### config.mk
export PLATFORM = sky130hd
export DESIGN_NAME = matrix_stream_loader_flat
export DESIGN_NICKNAME = d
export VERILOG_FILES = /design/src/rtl/matrix_pkg.sv /design/src/rtl/matrix_stream_loader_if.sv /design/src/rtl/matrix_size_decoder.sv /design/src/rtl/matrix_stream_loader.sv /design/src/flat_wrapper.sv
export SDC_FILE = /design/constraint.sdc
export NUM_CORES = 1
export LEC_CHECK = 0
export CORE_UTILIZATION = 45
export DETAILED_ROUTE_END_ITERATION = 16
export PLACE_DENSITY = 0.81
export REMOVE_ABC_BUFFERS = 1
export SLEW_MARGIN = 30
export SYNTH_ARGS = -nofsm -noshare
export SYNTH_HDL_FRONTEND = slang
export SYNTH_SLANG_ARGS = --single-unit
export TNS_END_PERCENT = 5
### constraint.sdc
create_clock -name clk -period 3.1 [get_ports clk]
set_clock_uncertainty 0.15 [all_clocks]
set_input_delay 0.62 -clock clk [delete_from_list [all_inputs] [get_ports clk]]
set_output_delay 0.62 -clock clk [all_outputs]
set_load 0.01 [all_outputs]
### src/rtl/matrix_pkg.sv
// matrix_pkg: shared widths, size codes, load states and element-count helper for the matrix stages
package matrix_pkg;
  localparam int ELEM_W = 8;
  localparam int MAX_ELEMS = 25;
  localparam int MAT_BUS_W = ELEM_W * MAX_ELEMS;
  localparam logic [1:0] SZ_2X2 = 2'b00;
  localparam logic [1:0] SZ_3X3 = 2'b01;
  localparam logic [1:0] SZ_4X4 = 2'b10;
  localparam logic [1:0] SZ_5X5 = 2'b11;
  typedef enum logic [1:0] {IDLE, LOAD, FULL} load_state_e;
  function automatic logic [4:0] active_elems(input logic [1:0] size);
    return size == SZ_2X2 ? 5'd4 : size == SZ_3X3 ? 5'd9 : size == SZ_4X4 ? 5'd16 : 5'd25;
  endfunction
endpackage

### src/rtl/matrix_stream_loader_if.sv
// matrix_stream_loader_if: element stream in, packed matrix out, with producer/loader modports
interface matrix_stream_loader_if;
  import matrix_pkg::*;
  logic                 start;
  logic [1:0]           matrix_size;
  logic [ELEM_W-1:0]    elem_in;
  logic                 elem_valid;
  logic                 elem_ready;
  logic [MAT_BUS_W-1:0] matrix_A;
  logic [1:0]           matrix_size_out;
  logic                 matrix_valid;
  logic                 matrix_ack;
  logic                 busy;
  modport master (
    output start, matrix_size, elem_in, elem_valid, matrix_ack,
    input  elem_ready, matrix_A, matrix_size_out, matrix_valid, busy
  );
  modport slave (
    input  start, matrix_size, elem_in, elem_valid, matrix_ack,
    output elem_ready, matrix_A, matrix_size_out, matrix_valid, busy
  );
endinterface

### src/rtl/matrix_size_decoder.sv
// matrix_size_decoder: size code to active element count, shared by all matrix stages
module matrix_size_decoder
  import matrix_pkg::*;
(
  input  logic [1:0] size_i,
  output logic [4:0] n_o
);
  assign n_o = active_elems(size_i);
endmodule

### src/rtl/matrix_stream_loader.sv
// matrix_stream_loader: packs a streamed signed element sequence row-major into the matrix bus (LOADER_CLEAR_EN zeroes the bus on start)
module matrix_stream_loader
  import matrix_pkg::*;
(
  input  logic clk,
  input  logic rst_n,
  matrix_stream_loader_if.slave bus
);
  load_state_e          state_q, state_d;
  logic [4:0]           count_q, count_d, n_q, n_d, dec_n;
  logic [1:0]           size_q, size_d;
  logic [MAT_BUS_W-1:0] mat_q, mat_d;
  logic                 valid_q, valid_d, ready_q, ready_d, busy_q, busy_d;
  matrix_size_decoder u_dec (.size_i(bus.matrix_size), .n_o(dec_n));
  always_ff @(posedge clk) begin
    if (!rst_n) begin
      state_q <= IDLE;
      count_q <= '0;
      n_q     <= '0;
      size_q  <= SZ_2X2;
      mat_q   <= '0;
      valid_q <= 1'b0;
      ready_q <= 1'b0;
      busy_q  <= 1'b0;
    end else begin
      state_q <= state_d;
      count_q <= count_d;
      n_q     <= n_d;
      size_q  <= size_d;
      mat_q   <= mat_d;
      valid_q <= valid_d;
      ready_q <= ready_d;
      busy_q  <= busy_d;
    end
  end
  always_comb begin
    state_d = state_q;
    count_d = count_q;
    n_d     = n_q;
    size_d  = size_q;
    mat_d   = mat_q;
    case (state_q)
      IDLE: if (bus.start) begin
        state_d = LOAD;
        size_d  = bus.matrix_size;
        count_d = '0;
        n_d     = dec_n;
`ifdef LOADER_CLEAR_EN
        mat_d   = '0;
`endif
      end
      LOAD: if (bus.elem_valid && ready_q) begin
        mat_d[int'(count_q)*ELEM_W +: ELEM_W] = bus.elem_in;
        count_d = count_q + 5'd1;
        state_d = count_q == n_q - 5'd1 ? FULL : LOAD;
      end
      FULL: state_d = valid_q && bus.matrix_ack ? IDLE : FULL;
      default: state_d = IDLE;
    endcase
    // valid trails entry into FULL by one edge, so ack is only honoured once valid is visible
    valid_d = state_q == FULL && state_d == FULL;
    ready_d = state_d == LOAD;
    busy_d  = state_d != IDLE;
  end
  assign bus.elem_ready      = ready_q;
  assign bus.matrix_A        = mat_q;
  assign bus.matrix_size_out = size_q;
  assign bus.matrix_valid    = valid_q;
  assign bus.busy            = busy_q;
endmodule

### src/flat_wrapper.sv
// flat-port wrapper written by rule: the top's interface ports become plain ports
module matrix_stream_loader_flat import matrix_pkg::*;
  (clk, rst_n, bus_start, bus_matrix_size, bus_elem_in, bus_elem_valid, bus_matrix_ack, bus_elem_ready, bus_matrix_A, bus_matrix_size_out, bus_matrix_valid, bus_busy);
  matrix_stream_loader_if bus_i ();
  input  logic clk;
  input  logic rst_n;
  input wire logic [$bits(bus_i.start)-1:0] bus_start;
  input wire logic [$bits(bus_i.matrix_size)-1:0] bus_matrix_size;
  input wire logic [$bits(bus_i.elem_in)-1:0] bus_elem_in;
  input wire logic [$bits(bus_i.elem_valid)-1:0] bus_elem_valid;
  input wire logic [$bits(bus_i.matrix_ack)-1:0] bus_matrix_ack;
  output wire logic [$bits(bus_i.elem_ready)-1:0] bus_elem_ready;
  output wire logic [$bits(bus_i.matrix_A)-1:0] bus_matrix_A;
  output wire logic [$bits(bus_i.matrix_size_out)-1:0] bus_matrix_size_out;
  output wire logic [$bits(bus_i.matrix_valid)-1:0] bus_matrix_valid;
  output wire logic [$bits(bus_i.busy)-1:0] bus_busy;
  assign bus_i.start = bus_start;
  assign bus_i.matrix_size = bus_matrix_size;
  assign bus_i.elem_in = bus_elem_in;
  assign bus_i.elem_valid = bus_elem_valid;
  assign bus_i.matrix_ack = bus_matrix_ack;
  assign bus_elem_ready = bus_i.elem_ready;
  assign bus_matrix_A = bus_i.matrix_A;
  assign bus_matrix_size_out = bus_i.matrix_size_out;
  assign bus_matrix_valid = bus_i.matrix_valid;
  assign bus_busy = bus_i.busy;
  matrix_stream_loader u_core (.clk(clk), .rst_n(rst_n), .bus(bus_i));
endmodule
==> flow_metrics.env, run 1 <==
export IMPL_async_flop_share_pct=0
export IMPL_timing_setup_critical_path_class="reg -> reg"
export IMPL_timing_hold_worst_class="in -> reg"
export IMPL_netlist_area_leader_share_pct=47.7
export IMPL_detailroute_via_count=7692
export IMPL_share_seq_of_total_power_pct=50.6
export IMPL_pin_count_of_the_biggest_net_entering_global_routing=191
export IMPL_overflow=0
export IMPL_drtPass1Iterations=5
export IMPL_critPathMaxStageDelay_ps=470
export IMPL_worst_endpoint_arrival_ps=3160
export IMPL_critPathSlowestCell="ha_1"
export IMPL_yosysUniqueCellTypes=56
export IMPL_max_clock_freq_ghz=0.345
export IMPL_run_status="finished clean"
export IMPL_layout_area_overhead_vs_synth_pct=35.1
export IMPL_timing_final_max_slew_violations=0
export IMPL_synth_edff_count=0
export IMPL_route_detailed_wl_per_inst_um=18.0
export IMPL_setup_viol_count_final=0
export IMPL_worst_path_buf_inv=3
export IMPL_internal_cell_power_mw=4.34
export IMPL_timing_max_slew_rel_slack_pct=46.6
export IMPL_fin_total_pwr_mw=5.49
export IMPL_num_rows=51
export IMPL_switching_share_pct=21.0
export IMPL_ys_dominant_reg_cell="dfxtp_1"
export IMPL_gpl_final_weighted_congestion=0.888
export IMPL_grt_pass1_wl_mm=39.6
export IMPL_die_span_y_um=144
export IMPL_clkSinkCount=215
export IMPL_drt_iter0_drc=483
export IMPL_floorplan_core_area_um2=19500
export IMPL_die_area_um2=20600
export IMPL_detailed_placement_hpwl_mm=18.2
export IMPL_cts_h_tree_depth=1
export IMPL_syn_instance_count=950
export IMPL_clock_power_share_pct=46.6
export IMPL_via_per_inst=5.39
export IMPL_num_nets_final=1171
export IMPL_critPathRequiredTime_ps=3360
export IMPL_final_report_hold_violation_count=0
export IMPL_synth_seq_area_share_pct=47.7
export IMPL_number_of_buffers_inserted_during_clock_tree_synthesis=23
export IMPL_power_density_nw_per_um2=451
export IMPL_setup_reg_to_reg_worst_slack_ps=200
export IMPL_critPathCaptureType="register"
export IMPL_route_final_wire_length_mm=25.7
export IMPL_cts_hold_buffers=0
export IMPL_reg2reg_depth=10
export IMPL_top_count_cell_post_synth="nand2_1"
export IMPL_post_route_period_util_pct=93.6
export IMPL_critPathLaunchType="register"
export IMPL_rr_endpoint="u_core.bus.matrix_A[114]$_SDFFE_PN0P_"
export IMPL_placement_cell_area_um2=11500
export IMPL_cap_viol_max_count=0
export IMPL_post_synth_top_area_cell="dfxtp_1"
export IMPL_io_pin_count=220
export IMPL_clock_root_buffer="clkbuf_16"
export IMPL_number_of_antenna_violations_at_the_first_check_in_global_routing=0
export IMPL_r2r_start="u_core.count_q[0]$_SDFFE_PN0P_"
export IMPL_use_met3_pct=3.57
export IMPL_global_route_peak_usage_layer="met2"
export IMPL_dieWidth_um=144
export IMPL_tritoncts="yes"
export IMPL_post_route_cell_area_um2=12200
export IMPL_clk_path_buf_depth=3
export IMPL_hold_path_end="u_core.bus.matrix_A[44]$_SDFFE_PN0P_"
export IMPL_area_contributors_post_synth="dfxtp_1, mux2i_1, nand2_1"
export IMPL_minimum_period_implied_by_the_final_worst_setup_slack_ps=2900
export IMPL_gr_usage_all_layers_pct=24.6
export IMPL_ys_warn_count=0
export IMPL_globalRouteMet1Util_pct=32.2
export IMPL_initial_core_util_pct=46.2
export IMPL_cts_clk_slew_worst_paths_ps=60
export IMPL_synth_register_bits=215
export IMPL_power_ir_vdd_worst_v=0.000323
export IMPL_syn_avg_cell_area_um2=9.49
export IMPL_min_delay_path_depth=3
export IMPL_worst_path_max_fanout=12
export IMPL_post_synth_most_frequent_cells="nand2_1, dfxtp_1, mux2i_1"
export IMPL_timing_critical_path_cells="inv_1 -> ha_1 -> nand2b_1 -> nor2_1 -> ha_1 -> inv_1 -> a2111oi_4 -> buf_12 -> nand3_2 -> mux2i_1"
export IMPL_drive_above_1_share_pct=7.48
export IMPL_antenna_cells=0
export IMPL_postRouteAntennaNets=0
export IMPL_power_switching_mw=1.15
export IMPL_route_detailed_drc=0
export IMPL_clock_latency_of_the_later_clocked_register_in_the_worst_skew_pair_ps=500
export IMPL_timing_hold_worst_start="rst_n"
export IMPL_grt_setup_unrepaired="false"
export IMPL_post_syn_area_um2=9020
export IMPL_cellLeakagePower_nw=5.07
export IMPL_cpLargestDelayFamily="adder cells"
export IMPL_post_cts_resize_count=0
export IMPL_via_count_of_the_first_global_routing_pass=7429
export IMPL_max_slew_worst_pin_slew_ps=798
export IMPL_global_route_usage_met2_pct=41.2
export IMPL_pwr_share_comb_pct=2.8
export IMPL_portBuffers=219
export IMPL_post_cts_buffers=0
[through the flow]
stage	hold WS, ps	setup WS (ps)	util [%]	cells	TNS, ps
after global placement	292	260	58.8	1391	0
after floorplan	310	-1040	-	882	-94930
final	278	198	62.4	1428	0
after CTS	266	172	62.4	1428	0
after detailed placement	301	202	58.8	1391	0
after global routing	272	15.9	62.4	1428	0
[worst reg2reg max path, delay by kind of cell, from the launching register on]
kind	cells	cell delay (ps)
compound gates	1	360
flops	1	330
buf+inv	3	480
mux	1	310
fa+ha+maj	2	680
simple gates	3	500
[cell type report]
cell class	instances	area [um^2]
well taps	265	332
repair buffers	244	2410
clock inverters	4	51.3
clock buffers	33	643
inverters	8	30.0
flip-flops and latches	215	4300
fillers	1603	7340
multi-input cells	659	4420
[kinds of logic after synthesis]
group / Yosys count / synth area share (%)
fa+ha+maj: 5 / 0.694
buf+inv: 76 / 3.51
flops: 215 / 47.7
simple gates: 394 / 20.1
compound gates: 65 / 6.27
mux: 186 / 20.6
xor+xnor: 9 / 1.04
[worst max-delay path by stage]
stage,startpoint,endpoint,slack [ps],depth (start not counted)
global placement,bus_elem_valid,u_core.bus.matrix_A[82]$_SDFFE_PN0P_,260,7
global route,u_core.count_q[0]$_SDFFE_PN0P_,u_core.bus.matrix_A[85]$_SDFFE_PN0P_,20,10
CTS,u_core.count_q[0]$_SDFFE_PN0P_,u_core.bus.matrix_A[101]$_SDFFE_PN0P_,170,10
detailed placement,bus_elem_valid,u_core.bus.matrix_A[101]$_SDFFE_PN0P_,200,7
finish,u_core.count_q[0]$_SDFFE_PN0P_,u_core.bus.matrix_A[114]$_SDFFE_PN0P_,200,10
floorplan,u_core.count_q[0]$_SDFFE_PN0P_,u_core.bus.matrix_A[72]$_SDFFE_PN0P_,-1040,9
[cell usage in the layout, fill, tap and decap left out, drive strengths merged, types with 11 or more instances in the layout]
cell type      netlist  layout
nand2              274     274
clkdlybuf4s50        0     218
dfxtp              215     215
mux2i              186     186
nand3               39      39
clkbuf              44      33
buf                 24      26
nand4               17      17
a21boi              15      15
nor2                12      12
and2                11      11
[power groups by stage]
stage | logic (mW) | clock network [mW] | registers [mW]
after floorplan | 0.0455 | 0 | 2.84
after global placement | 0.152 | 0 | 2.84
after detailed placement | 0.154 | 0 | 2.84
after CTS | 0.155 | 2.60 | 2.78
after global routing | 0.169 | 2.73 | 2.78
final | 0.156 | 2.56 | 2.78
[per-layer routing]
metal	vias to the layer above	part of all wire, %	wire [um]
met5	-	0	0
met4	0	3.0	765
met3	51	6.8	1760
met2	301	47	12100
met1	3684	43	11100
li1	3656	-	-
[sequential cells by signal, summed over array words and instances, names as in the netlist]
name,flops
u_core.bus.busy,1
u_core.bus.matrix_valid,1
u_core.bus.elem_ready,1
u_core.bus.matrix_size_out,2
u_core.count_q,5
u_core.bus.matrix_A,200
u_core.n_q,3
u_core.state_q,2
Power figures use the tool's default switching activity.
==> run 2: changes to the inputs <==
- CORE_MARGIN: default -> 2
==> run 2 against run 1 <==
Critical path depth unchanged. Combinational power about the same. Sequential cell count unchanged. Critical path type unchanged. Total power up 1.9%. Final cell count up 0.42%. Sequential power about the same. Routed wire length up 2.3%. Via count about the same. Sequential share of layout area down 0.062 points. Global-route usage down 0.63 points. Hold slack better by 29 ps.
==> flow_metrics.env, run 2 (synthesized netlist as in run 1, its figures left out) <==
export IMPL_post_route_period_util_pct=94.2
export IMPL_cap_viol_max_count=0
export IMPL_route_detailed_drc=0
export IMPL_largest_register_ff_count=200
export IMPL_hold_path_end="u_core.bus.matrix_A[97]$_SDFFE_PN0P_"
export IMPL_antenna_cells=0
export IMPL_timing_final_max_slew_violations=0
export IMPL_met2_length_mm=12.2
export IMPL_share_seq_of_total_power_pct=49.7
export IMPL_detailed_placement_hpwl_mm=18.7
export IMPL_drt_iter0_drc=409
export IMPL_top_sig_layer="met4"
export IMPL_power_ir_vdd_worst_v=0.000342
export IMPL_post_cts_buffers=0
export IMPL_rr_endpoint="u_core.bus.matrix_A[81]$_SDFFE_PN0P_"
export IMPL_critPathCaptureType="register"
export IMPL_dieWidth_um=146
export IMPL_via_count_of_the_first_global_routing_pass=7527
export IMPL_max_clock_freq_ghz=0.343
export IMPL_timing_setup_critical_path_class="reg -> reg"
export IMPL_route_final_wire_length_mm=26.3
export IMPL_io_pin_count=220
export IMPL_layout_area_overhead_vs_synth_pct=35.4
export IMPL_final_cell_mix="nand2_1, clkdlybuf4s50_1, dfxtp_1"
export IMPL_cellLeakagePower_nw=5.13
export IMPL_timing_hold_ws_ps=307
export IMPL_tritoncts="yes"
export IMPL_cts_hold_buffers=0
export IMPL_clkSinkCount=215
export IMPL_gpl_final_weighted_congestion=0.908
export IMPL_cts_clk_slew_worst_paths_ps=60
export IMPL_die_span_y_um=146
export IMPL_num_rows=51
export IMPL_final_report_hold_violation_count=0
export IMPL_grt_pass1_wl_mm=41.2
export IMPL_number_of_buffers_inserted_during_clock_tree_synthesis=23
export IMPL_internal_cell_power_mw=4.40
export IMPL_detailroute_via_count=7694
export IMPL_power_switching_mw=1.20
export IMPL_drtPass1Iterations=7
export IMPL_setup_viol_count_final=0
export IMPL_num_nets_final=1172
export IMPL_clk_path_buf_depth=3
export IMPL_route_detailed_wl_per_inst_um=18.4
export IMPL_max_slew_worst_pin_slew_ps=888
export IMPL_run_status="finished clean"
export IMPL_worst_path_max_fanout=12
export IMPL_drive_above_1_share_pct=7.78
export IMPL_timing_max_slew_rel_slack_pct=39.2
export IMPL_reg2reg_depth=10
export IMPL_wl_met3_mm=1.93
export IMPL_min_delay_path_depth=2
export IMPL_gr_usage_all_layers_pct=23.9
export IMPL_r2r_start="u_core.count_q[0]$_SDFFE_PN0P_"
export IMPL_layout_core_utilization_pct=62.3
export IMPL_switching_share_pct=21.4
export IMPL_critPathLaunchType="register"
export IMPL_pin_count_of_the_biggest_net_entering_global_routing=91
export IMPL_fillers=1618
export IMPL_overflow=0
export IMPL_postRouteAntennaNets=0
export IMPL_via_per_inst=5.37
export IMPL_setup_reg_to_reg_worst_slack_ps=180
export IMPL_portBuffers=219
export IMPL_post_cts_resize_count=0
export IMPL_clock_latency_of_the_later_clocked_register_in_the_worst_skew_pair_ps=510
export IMPL_initial_core_util_pct=46.0
export IMPL_number_of_antenna_violations_at_the_first_check_in_global_routing=0
export IMPL_final_common_cell="nand2_1"
export IMPL_clock_root_buffer="clkbuf_16"
export IMPL_worst_endpoint_arrival_ps=3190
export IMPL_timing_hold_worst_class="reg -> reg"
export IMPL_m1WireLength_mm=11.4
export IMPL_pwr_share_comb_pct=2.8
export IMPL_grt_setup_unrepaired="false"
export IMPL_power_density_nw_per_um2=459
export IMPL_floorplan_core_area_um2=19600
export IMPL_clock_power_share_pct=47.5
export IMPL_critPathRequiredTime_ps=3370
export IMPL_cts_h_tree_depth=1
export IMPL_minimum_period_implied_by_the_final_worst_setup_slack_ps=2920
export IMPL_die_area_um2=21200
export IMPL_timing_hold_worst_start="u_core.bus.matrix_A[97]$_SDFFE_PN0P_"
run 2: cell types whose count changed in the layout (fill, tap and decap cells not counted), sizes merged:
| cell | change |
|---|---|
| clkinv | +4 |
| clkbuf | +2 |
| buf | +1 |
| clkinvlp | -1 |
run 2: critical path: stages (launching register included):
cell	delay (ps)
dfxtp_1	320
inv_1	80
ha_1	210
nand2b_1	190
nor2_1	70
ha_1	410
inv_1	120
a2111oi_4	280
buf_4	310
o211a_1	440
mux2i_1	240
run 2: worst max path at each step:
stage / slack (ps) / cells after the start / start / endpoint
final: 180 / 10 / u_core.count_q[0]$_SDFFE_PN0P_ / u_core.bus.matrix_A[81]$_SDFFE_PN0P_
after global routing: 30 / 10 / u_core.count_q[0]$_SDFFE_PN0P_ / u_core.bus.matrix_A[100]$_SDFFE_PN0P_
after CTS: 220 / 10 / u_core.count_q[0]$_SDFFE_PN0P_ / u_core.bus.matrix_A[81]$_SDFFE_PN0P_
after detailed placement: -20 / 6 / bus_elem_valid / u_core.bus.matrix_A[124]$_SDFFE_PN0P_
after global placement: 120 / 6 / bus_elem_valid / u_core.bus.matrix_A[83]$_SDFFE_PN0P_
after floorplan: -1040 / 9 / u_core.count_q[0]$_SDFFE_PN0P_ / u_core.bus.matrix_A[72]$_SDFFE_PN0P_
run 2: final cells by class:
type,instances,area [um^2],area share (%)
Inverter,8,30.0,0.246
Clock buffer,35,671,5.50
Sequential cell,215,4300,35.3
Tap cell,265,332,2.72
Clock inverter,7,63.8,0.523
Multi-Input combinational cell,659,4420,36.2
Timing Repair Buffer,245,2390,19.6
run 2: power by group through the flow:
stage                     Sequential (mW)  Combinational (mW)  Clock (mW)
final                                2.78               0.158        2.66
after global routing                 2.78               0.170        2.82
after CTS                            2.78               0.157        2.69
after detailed placement             2.84               0.157           0
after global placement               2.84               0.155           0
after floorplan                      2.84              0.0455           0
run 2: through the flow:
stage / setup TNS (ps) / instances / total power, mW / instance area (um^2) / worst slack (ps)
2_1_floorplan: -94930 / 882 / 2.89 / 8730 / -1040
3_3_place_gp: 0 / 1392 / 2.99 / 11500 / 121
3_5_place_dp: -31.9 / 1392 / 3.00 / 11500 / -22.2
4_1_cts: 0 / 1434 / 5.63 / 12200 / 218
5_1_grt: 0 / 1434 / 5.77 / 12200 / 27.5
6_report: 0 / 1434 / 5.60 / 12200 / 180
run 2: per-layer routing:
metal | track usage (%) | up-vias
met5 | 0 | -
met4 | 7.65 | 0
met3 | 4.42 | 54
met2 | 39.8 | 325
met1 | 31.6 | 3660
li1 | - | 3655
==> run 3: changes to the inputs <==
- PLACE_DENSITY: 0.81 -> 0.85
==> run 3 against run 2 <==
Via count increased by 0.45%. Count of clock-buffer cells in the layout decreased by 2. Setup slack improved by 23 ps. Die area unchanged. Core utilization decreased by 0.096 points. Final cell count decreased by 0.35%. Maximum frequency increased by 0.78%. Critical path depth unchanged. Total power decreased by 1.8%. Final area decreased by 0.15%. Global-route usage decreased by 0.14 points.
==> flow_metrics.env, run 3 (synthesized netlist as in run 1, its figures left out) <==
export IMPL_run_status="finished clean"
export IMPL_max_slew_worst_pin_slew_ps=950
export IMPL_setup_reg_to_reg_worst_slack_ps=200
export IMPL_rr_endpoint="u_core.bus.matrix_A[96]$_SDFFE_PN0P_"
export IMPL_timing_hold_worst_class="reg -> reg"
export IMPL_largest_register_ff_count=200
export IMPL_gpl_final_weighted_congestion=0.881
export IMPL_hold_path_end="u_core.bus.matrix_A[99]$_SDFFE_PN0P_"
export IMPL_clock_root_buffer="clkbuf_16"
export IMPL_initial_core_util_pct=46.0
export IMPL_post_route_period_util_pct=93.5
export IMPL_timing_max_slew_rel_slack_pct=35.0
export IMPL_max_clock_freq_ghz=0.345
export IMPL_timing_hold_worst_start="u_core.bus.matrix_A[99]$_SDFFE_PN0P_"
export IMPL_number_of_buffers_inserted_during_clock_tree_synthesis=22
export IMPL_detailed_placement_hpwl_mm=18.3
export IMPL_worst_path_buf_inv=3
export IMPL_io_pin_count=220
export IMPL_timing_setup_critical_path_class="reg -> reg"
export IMPL_critPathMaxStageDelay_ps=470
export IMPL_num_nets_final=1170
export IMPL_clkSinkCount=215
export IMPL_grt_pass1_wl_mm=41.2
export IMPL_critPathLaunchType="register"
export IMPL_num_rows=51
export IMPL_reg2reg_depth=10
export IMPL_pin_count_of_the_biggest_net_entering_global_routing=141
export IMPL_clock_latency_of_the_later_clocked_register_in_the_worst_skew_pair_ps=500
export IMPL_tritoncts="yes"
export IMPL_postRouteAntennaNets=0
export IMPL_route_detailed_wl_per_inst_um=18.2
export IMPL_r2r_start="u_core.count_q[0]$_SDFFE_PN0P_"
export IMPL_timing_final_max_slew_violations=0
export IMPL_critPathSlowestCell="ha_1"
export IMPL_final_report_hold_violation_count=0
export IMPL_layout_core_utilization_pct=62.2
export IMPL_placed_cells_incl_taps=1391
export IMPL_gr_usage_all_layers_pct=23.8
export IMPL_route_final_wire_length_mm=26.1
export IMPL_grt_setup_unrepaired="false"
export IMPL_layout_setup_ws_ps=203
export IMPL_fillers=1577
export IMPL_cellLeakagePower_nw=5.08
export IMPL_drt_iter0_drc=554
export IMPL_floorplan_core_area_um2=19600
export IMPL_cap_viol_max_count=0
export IMPL_critPathRequiredTime_ps=3380
export IMPL_number_of_antenna_violations_at_the_first_check_in_global_routing=0
export IMPL_drtPass1Iterations=5
export IMPL_worst_endpoint_arrival_ps=3180
export IMPL_die_span_y_um=146
export IMPL_cpLargestDelayFamily="compound AO/OA/AOI/OAI gates"
export IMPL_placement_cell_area_um2=11500
export IMPL_overflow=0
export IMPL_final_cells=1429
export IMPL_route_detailed_drc=0
export IMPL_cts_h_tree_depth=1
export IMPL_setup_viol_count_final=0
export IMPL_place_worst_setup_slack_ps=179
export IMPL_final_cell_mix="nand2_1, clkdlybuf4s50_1, dfxtp_1"
export IMPL_detailroute_via_count=7729
export IMPL_clk_path_buf_depth=3
export IMPL_via_per_inst=5.41
export IMPL_post_route_cell_area_um2=12200
export IMPL_antenna_cells=0
export IMPL_final_common_cell="nand2_1"
export IMPL_critPathCaptureType="register"
export IMPL_min_delay_path_depth=2
export IMPL_minimum_period_implied_by_the_final_worst_setup_slack_ps=2900
export IMPL_timing_critical_path_cells="inv_1 -> ha_1 -> nand2b_1 -> nor2_1 -> ha_1 -> inv_1 -> a2111oi_4 -> buf_12 -> o211a_1 -> mux2i_1"
export IMPL_layout_area_overhead_vs_synth_pct=35.2
export IMPL_area_occupied_by_multi_input_gates_um2=4420
export IMPL_via_count_of_the_first_global_routing_pass=7554
export IMPL_portBuffers=219
export IMPL_dieWidth_um=146
export IMPL_power_ir_vdd_worst_v=0.000327
export IMPL_power_density_nw_per_um2=451
export IMPL_reg_area_um2=4300
export IMPL_die_area_um2=21200
export IMPL_worst_path_max_fanout=12
export IMPL_drive_above_1_share_pct=7.56
export IMPL_cts_clk_slew_worst_paths_ps=60
run 3: cell count changes in the layout (fill, tap and decap cells not counted), moves of 2 or more:
cell | previous run | this run
buf_12 | 0 | 2
buf_4 | 26 | 23
clkinv_2 | 5 | 1
clkinvlp_4 | 0 | 2
o211a_1 | 4 | 2
o211a_2 | 0 | 2
run 3: per-layer routing:
| layer | global-route usage (%) | wire (um) | vias up |
|---|---|---|---|
| met5 | 0 | 0 | - |
| met4 | 7.70 | 694 | 0 |
| met3 | 3.89 | 1790 | 52 |
| met2 | 39.6 | 12300 | 303 |
| met1 | 31.7 | 11300 | 3713 |
| li1 | - | - | 3661 |
run 3: cell type report:
type / instances / share of cell area (%)
well taps: 265 / 2.72
repair buffers: 244 / 19.7
clock inverters: 5 / 0.544
flip-flops and latches: 215 / 35.3
clock buffers: 33 / 5.19
inverters: 8 / 0.246
multi-input cells: 659 / 36.2
run 3: worst max path at each step:
stage	startpoint	endpoint	depth (start not counted)
floorplan	u_core.count_q[0]$_SDFFE_PN0P_	u_core.bus.matrix_A[72]$_SDFFE_PN0P_	9
global placement	bus_elem_valid	u_core.bus.matrix_A[81]$_SDFFE_PN0P_	7
detailed placement	bus_elem_valid	u_core.bus.matrix_A[80]$_SDFFE_PN0P_	7
CTS	u_core.count_q[0]$_SDFFE_PN0P_	u_core.bus.matrix_A[135]$_SDFFE_PN0P_	10
global route	u_core.count_q[0]$_SDFFE_PN0P_	u_core.bus.matrix_A[135]$_SDFFE_PN0P_	10
finish	u_core.count_q[0]$_SDFFE_PN0P_	u_core.bus.matrix_A[96]$_SDFFE_PN0P_	10
run 3: power breakdown:
part | internal [mW] | leakage, nW | switching, mW
clock network | 1.49 | 0.333 | 1.06
logic | 0.0540 | 3.01 | 0.105
registers | 2.77 | 1.73 | 0.00767
total | 4.32 | 5.08 | 1.18
run 3: tightest hold or removal path, cell delays in order, from the launching register on:
cell	delay [ps]
dfxtp_1	300
nand2_1	50
mux2i_1	50
run 3: what timing repair did:
item                                    CTS  global route
hold buffers                              0             0
gates resized for setup                   0             2
endpoints found under the setup margin    0             9
buffers inserted                          0             0
run 3: metrics by stage:
stage / power [mW] / hold WS (ps) / TNS, ps
CTS: 5.52 / 306 / 0
global route: 5.66 / 322 / 0
detailed placement: 3.00 / 297 / 0
global placement: 2.99 / 292 / 0
floorplan: 2.89 / 310 / -94930
finish: 5.49 / 303 / 0
